==> src/rtl/demux16_sipo_if.sv <==
// Serial-in / parallel-out bus for demux16_sipo: serial input, control, word handshake and status.
// The master side drives the serial lane and consumes words; the slave side is the deserializer.
interface demux16_sipo_if #(
    parameter int WIDTH = 16,
    parameter int SEL_W = 4
);
    logic             din;
    logic             din_valid;
    logic             clr;
    logic [WIDTH-1:0] dout;
    logic             dout_valid;
    logic             dout_ready;
    logic [SEL_W-1:0] sel;
    logic             busy;
    logic             overrun;
    logic             parity_err;

    modport master (
        output din, din_valid, clr, dout_ready,
        input  dout, dout_valid, sel, busy, overrun, parity_err
    );

    modport slave (
        input  din, din_valid, clr, dout_ready,
        output dout, dout_valid, sel, busy, overrun, parity_err
    );
endinterface

==> src/rtl/demux16_sipo.sv <==
// 1:16 demultiplexing deserializer: each valid serial bit lands at position sel, full words go to a
// valid/ready holding register. Define DEMUX16_PARITY_EN to append an even-parity bit to each word.
module demux16_sipo #(
    parameter int WIDTH     = 16,
    parameter int SEL_W     = 4,
    parameter bit LSB_FIRST = 1'b1
) (
    input logic           clk,
    input logic           rst_n,
    demux16_sipo_if.slave bus
);

    localparam logic [SEL_W-1:0] SEL_START = LSB_FIRST ? '0 : SEL_W'(WIDTH - 1);
    localparam logic [SEL_W-1:0] SEL_LAST  = LSB_FIRST ? SEL_W'(WIDTH - 1) : '0;

`ifdef DEMUX16_PARITY_EN
    typedef enum logic [1:0] {S_IDLE, S_COLLECT, S_PARITY} state_t;
`else
    typedef enum logic [0:0] {S_IDLE, S_COLLECT} state_t;
`endif

    state_t           state_q, state_d;
    logic [SEL_W-1:0] sel_q, sel_d;
    logic [WIDTH-1:0] collect_q, collect_d;
    logic [WIDTH-1:0] dout_q, dout_d;
    logic             dout_valid_q, dout_valid_d;
    logic             busy_q, busy_d;
    logic             overrun_q, overrun_d;
`ifdef DEMUX16_PARITY_EN
    logic             parity_err_q, parity_err_d;
`endif

    logic             word_done;
    logic [WIDTH-1:0] word;

    always_comb begin
        // NOTE: every next-state value gets a default up front so no path leaves it unassigned (no latches).
        state_d      = state_q;
        sel_d        = sel_q;
        collect_d    = collect_q;
        dout_d       = dout_q;
        dout_valid_d = dout_valid_q;
        busy_d       = busy_q;
        overrun_d    = overrun_q;
`ifdef DEMUX16_PARITY_EN
        parity_err_d = parity_err_q;
`endif
        word_done    = 1'b0;
        word         = collect_q;

        if (bus.clr) begin
            // Abort outranks any same-cycle bit or transfer; the held word itself is kept.
            state_d      = S_IDLE;
            sel_d        = SEL_START;
            collect_d    = '0;
            busy_d       = 1'b0;
            dout_valid_d = 1'b0;
            overrun_d    = 1'b0;
`ifdef DEMUX16_PARITY_EN
            parity_err_d = 1'b0;
`endif
        end else begin
            if (dout_valid_q && bus.dout_ready) dout_valid_d = 1'b0;

            if (bus.din_valid) begin
                case (state_q)
                    S_IDLE, S_COLLECT: begin
                        collect_d[sel_q] = bus.din;
                        busy_d           = 1'b1;
                        if (sel_q == SEL_LAST) begin
                            sel_d = SEL_START;
`ifdef DEMUX16_PARITY_EN
                            state_d = S_PARITY;
`else
                            word      = collect_d;
                            word_done = 1'b1;
                            state_d   = S_IDLE;
`endif
                        end else begin
                            sel_d   = LSB_FIRST ? sel_q + SEL_W'(1) : sel_q - SEL_W'(1);
                            state_d = S_COLLECT;
                        end
                    end
`ifdef DEMUX16_PARITY_EN
                    S_PARITY: begin
                        word      = collect_q;
                        word_done = 1'b1;
                        state_d   = S_IDLE;
                        if (^{collect_q, bus.din}) parity_err_d = 1'b1;
                    end
`endif
                    default: state_d = S_IDLE;
                endcase
            end

            // A finished word overwrites the holding register only if it is empty or drained this cycle.
            if (word_done) begin
                collect_d = '0;
                busy_d    = 1'b0;
                if (!dout_valid_q || bus.dout_ready) begin
                    dout_d       = word;
                    dout_valid_d = 1'b1;
                end else begin
                    overrun_d = 1'b1;
                end
            end
        end
    end

    // NOTE: sequential state uses non-blocking assignments only; the combinational block above uses blocking.
    always_ff @(posedge clk or negedge rst_n) begin
        if (!rst_n) begin
            state_q      <= S_IDLE;
            sel_q        <= SEL_START;
            collect_q    <= '0;
            dout_q       <= '0;
            dout_valid_q <= 1'b0;
            busy_q       <= 1'b0;
            overrun_q    <= 1'b0;
`ifdef DEMUX16_PARITY_EN
            parity_err_q <= 1'b0;
`endif
        end else begin
            state_q      <= state_d;
            sel_q        <= sel_d;
            collect_q    <= collect_d;
            dout_q       <= dout_d;
            dout_valid_q <= dout_valid_d;
            busy_q       <= busy_d;
            overrun_q    <= overrun_d;
`ifdef DEMUX16_PARITY_EN
            parity_err_q <= parity_err_d;
`endif
        end
    end

    assign bus.dout       = dout_q;
    assign bus.dout_valid = dout_valid_q;
    assign bus.sel        = sel_q;
    assign bus.busy       = busy_q;
    assign bus.overrun    = overrun_q;
`ifdef DEMUX16_PARITY_EN
    assign bus.parity_err = parity_err_q;
`else
    assign bus.parity_err = 1'b0;
`endif

endmodule

==> src/flat_wrapper.sv <==
// flat-port wrapper written by rule: the top's interface ports become plain ports
module demux16_sipo_flat 
#(
    parameter int WIDTH     = 16,
    parameter int SEL_W     = 4,
    parameter bit LSB_FIRST = 1'b1
)
  (clk, rst_n, bus_din, bus_din_valid, bus_clr, bus_dout_ready, bus_dout, bus_dout_valid, bus_sel, bus_busy, bus_overrun, bus_parity_err);
  demux16_sipo_if #(.WIDTH(WIDTH), .SEL_W(SEL_W)) bus_i ();
  input logic clk;
  input logic rst_n;
  input wire logic [$bits(bus_i.din)-1:0] bus_din;
  input wire logic [$bits(bus_i.din_valid)-1:0] bus_din_valid;
  input wire logic [$bits(bus_i.clr)-1:0] bus_clr;
  input wire logic [$bits(bus_i.dout_ready)-1:0] bus_dout_ready;
  output wire logic [$bits(bus_i.dout)-1:0] bus_dout;
  output wire logic [$bits(bus_i.dout_valid)-1:0] bus_dout_valid;
  output wire logic [$bits(bus_i.sel)-1:0] bus_sel;
  output wire logic [$bits(bus_i.busy)-1:0] bus_busy;
  output wire logic [$bits(bus_i.overrun)-1:0] bus_overrun;
  output wire logic [$bits(bus_i.parity_err)-1:0] bus_parity_err;
  assign bus_i.din = bus_din;
  assign bus_i.din_valid = bus_din_valid;
  assign bus_i.clr = bus_clr;
  assign bus_i.dout_ready = bus_dout_ready;
  assign bus_dout = bus_i.dout;
  assign bus_dout_valid = bus_i.dout_valid;
  assign bus_sel = bus_i.sel;
  assign bus_busy = bus_i.busy;
  assign bus_overrun = bus_i.overrun;
  assign bus_parity_err = bus_i.parity_err;
  demux16_sipo #(.WIDTH(WIDTH), .SEL_W(SEL_W), .LSB_FIRST(LSB_FIRST)) u_core (.clk(clk), .rst_n(rst_n), .bus(bus_i));
endmodule
==> config.mk <==
export PLATFORM = sky130hd
export DESIGN_NAME = demux16_sipo_flat
export DESIGN_NICKNAME = d
export VERILOG_FILES = /design/src/rtl/demux16_sipo_if.sv /design/src/rtl/demux16_sipo.sv /design/src/flat_wrapper.sv
export SDC_FILE = /design/constraint.sdc
export NUM_CORES = 1
export LEC_CHECK = 0
export CELL_PAD_IN_SITES_DETAIL_PLACEMENT = 1
export CELL_PAD_IN_SITES_GLOBAL_PLACEMENT = 1
export CORE_AREA = 2 2 73 82
export CTS_BUF_LIST = sky130_fd_sc_hd__clkbuf_2
export DETAILED_ROUTE_END_ITERATION = 8
export DIE_AREA = 0 0 75 84
export HOLD_SLACK_MARGIN = 0.06
export PLACE_DENSITY = 0.76
export RECOVER_POWER = 50
export SETUP_SLACK_MARGIN = 0.05
export SYNTH_ARGS = -nofsm -noshare
export SYNTH_HDL_FRONTEND = slang
export SYNTH_SLANG_ARGS = --single-unit
==> constraint.sdc <==
create_clock -name clk -period 5.4 [get_ports clk]
set_input_delay 1.35 -clock clk [delete_from_list [all_inputs] [get_ports clk]]
set_output_delay 1.35 -clock clk [all_outputs]
set_load 0.005 [all_outputs]
==> flow_metrics.tcl <==
set metrics [dict create \
    status "complete, but fails checks" \
    violations "capacitance limit, slew limit" \
    path_delay_family "simple AND/OR/NAND/NOR gates" \
    yosysWarnings 0 \
    finalCritPeriodShare_pct 60.8 \
    hold_violations 0 \
    rsz0062_at_grt "no" \
    stdcell_area_um2 2180 \
    synth_seq_cells 38 \
    htree_levels 2 \
    clkSinkCount 38 \
    drv_slew 39 \
    grt_max_degree 39 \
    register_area_um2 951 \
    via_per_inst 4.84 \
    critPathLaunchType "input pin" \
    switching_share_pct 26.0 \
    p_comb_share_pct 8.0 \
    vias 1259 \
    tightest_slew_ns 2.05 \
    crit_path_max_incr_delay_ns 0.84 \
    core_region_area_um2 5550 \
    drt_iter0_drc 27 \
    cp_slowest_cell "nor3b_4" \
    rr_endpoint "u_core.bus.dout[15]" \
    synth.distinct_cells 26 \
    firstDrtPassIters 4 \
    r2r_start "u_core.bus.sel[2]" \
    reg2reg_depth 3 \
    syn_nets 169 \
    post-dp-hpwl_um 2510 \
    fin_skew_ns 0.0162 \
    grt_antenna_before_repair 0 \
    post-route-drc-count 0 \
    overflow 0 \
    crit_cells 4 \
    synth_edf_count 0 \
    cp-startpoint "bus_din_valid" \
    peakVddDrop_uv 120 \
    worst-path-buf-inv 1 \
    cellPowerDensity_nw_per_um2 203 \
    worstPathArrival_ns 3.57 \
    drtAntennaViolNets 0 \
    clockBufferDepth 2 \
    intPower_mw 0.327 \
    nNetsFinal 194 \
    multi_input_area_um2 782 \
    cap_violations 1 \
    seqPwrFrac_pct 65.7 \
    core.rowCount 29 \
    setup_viol 0 \
    synth_top_area_share_pct 51.4 \
    drive_above_1_share_pct 12.0 \
    nFillCells 625 \
    dieArea_um2 6300 \
    syn_avg_cell_area_um2 11.6 \
    io_buffers 28 \
    power_mw 0.442 \
    crit_path_end "u_core.bus.dout[15]" \
    grt.total_usage_pct 13.7 \
    area_growth_pct 17.8 \
    synth.most_common_cell "dfrtp_1" \
    grt_first_pass_wirelength_um 6590 \
    path_class "input pin to register" \
    critPathCaptureType "register" \
    start_util_pct 33.3 \
    period_needed_ns 3.29 \
    crit_fanout 16 \
    wl_um 3870 \
    regToRegSetupSlack_ns 2.89 \
    netlist_area_um2 1850 \
    die_y_um 84 \
    leakage_nw 0.995 \
    cts_buffers 5 \
    globalplace.congestion 0.727 \
    synthArstFlopShare_pct 100 \
    p_clk_share_pct 26.2 \
    max-slew-margin-rel_pct -36.9 \
    insertion_delay_ns 0.39 \
    post_cts_resize_count 0 \
    wire_per_inst_um 14.9 \
    grt_pass1_vias 1293 \
    worstPathCellList "dlygate4sd3_1 > and4_1 > nor3b_4 > mux2_2" \
    clockRootBuffer "clkbuf_2" \
    ys_seq_area_share_pct 51.4 \
    tritoncts "yes" \
    path_clk_slew_ns 0.18 \
    netlist_top_cells_area "dfrtp_1, mux2i_1, mux2_2, a32o_1, nand3b_1" \
    crit_required_ns 5.68 \
    synth_top_cell_by_area "dfrtp_1" \
    cts_hold_buf 0 \
    syn_inst 159 \
    hp-class "register to register" \
    io_pins 30 \
    setup_tns_ns 0 \
    antennaDiodeCount 0 \
    placed_area_um2 2160 \
    post_cts_buffers 0 \
    power.switching_mw 0.115 \
    fmax_mhz 304 \
    synthFlopType "dfrtp_1" \
    die_w_um 75 \
    synth_commonest_cells "dfrtp_1, mux2i_1, mux2_2" \
]
metrics by stage:
stage               setup slack (ns)  instances  util, %  hold slack (ns)
floorplan                       2.77        159        -            0.450
global placement                1.80        254     38.8            0.461
detailed placement              1.75        254     38.8            0.470
CTS                             2.19        260     39.4            0.509
global route                    2.03        260     39.3            0.530
finish                          2.11        260     39.3            0.502
cell families after synthesis:
group / share of synthesized area [%]
AO/OA/AOI/OAI: 7.10
XOR/XNOR: 0.473
adder cells (fa/ha/maj): 2.70
buffers and inverters: 6.22
flip-flops: 51.4
multiplexers: 18.7
other: 0.203
AND/OR/NAND/NOR: 13.2
cell type report:
cell class / instances / area share [%]
multi-input combinational: 99 / 35.9
tap: 77 / 4.42
sequential: 38 / 43.6
timing repair buffer: 29 / 12.9
clock buffer: 5 / 1.15
inverter: 11 / 1.89
clock inverter: 1 / 0.172
layer usage:
metal	track usage (%)	share of wire, %	vias up
met3	3.50	4.4	7
met5	0	0	-
met1	19.3	48	629
li1	-	-	597
met2	19.7	45	26
met4	6.01	2.0	0
sequential cells by signal, indices dropped and copies added, names as in the netlist:
register / cells
u_core.collect_q: 15
u_core.bus.overrun: 1
u_core.bus.sel: 4
u_core.bus.dout_valid: 1
u_core.bus.busy: 1
u_core.bus.dout: 16
worst register-to-register path: stages, from the launching register on:
cell	delay, ns
dfrtp_1	0.79
and4_1	0.36
nor3b_4	0.84
mux2_2	0.42
cell usage in the layout, fill, tap and decap left out:
cell type,netlist,layout
a32o_1,7,7
o21ai_0,9,9
mux2_4,2,2
nor3b_4,1,1
dlygate4sd3_1,0,1
nand2_1,12,12
buf_4,3,1
clkbuf_2,0,5
mux2_2,13,13
nor2b_1,2,2
nor2_1,6,6
dfrtp_1,38,38
inv_1,11,11
clkbuf_1,4,1
nand3b_1,9,9
clkinv_1,0,1
xor2_1,1,1
a21oi_1,2,2
nand2b_1,1,1
ha_1,4,4
clkdlybuf4s50_1,0,26
nand3_1,6,6
conb_1,1,1
and4_1,0,1
a31oi_1,1,1
nor3b_1,4,4
mux2i_1,17,17
worst min path at each step:
stage	startpoint	end	slack, ns	cells after the start
after floorplan	u_core.collect_q[10]	u_core.collect_q[10]	0.45	2
after global placement	u_core.collect_q[13]	u_core.collect_q[13]	0.46	2
after detailed placement	u_core.collect_q[13]	u_core.collect_q[13]	0.47	2
after CTS	u_core.collect_q[13]	u_core.collect_q[13]	0.51	2
after global routing	u_core.bus.busy	u_core.bus.busy	0.53	2
final	u_core.collect_q[13]	u_core.collect_q[13]	0.50	2
power groups by stage:
stage / combinational [mW] / sequential (mW) / clock [mW]
after detailed placement: 0.0368 / 0.296 / 0
after CTS: 0.0372 / 0.291 / 0.121
final: 0.0356 / 0.291 / 0.116
after global routing: 0.0407 / 0.292 / 0.134
after global placement: 0.0364 / 0.296 / 0
after floorplan: 0.0196 / 0.295 / 0
(Power assumes the default switching activity.)
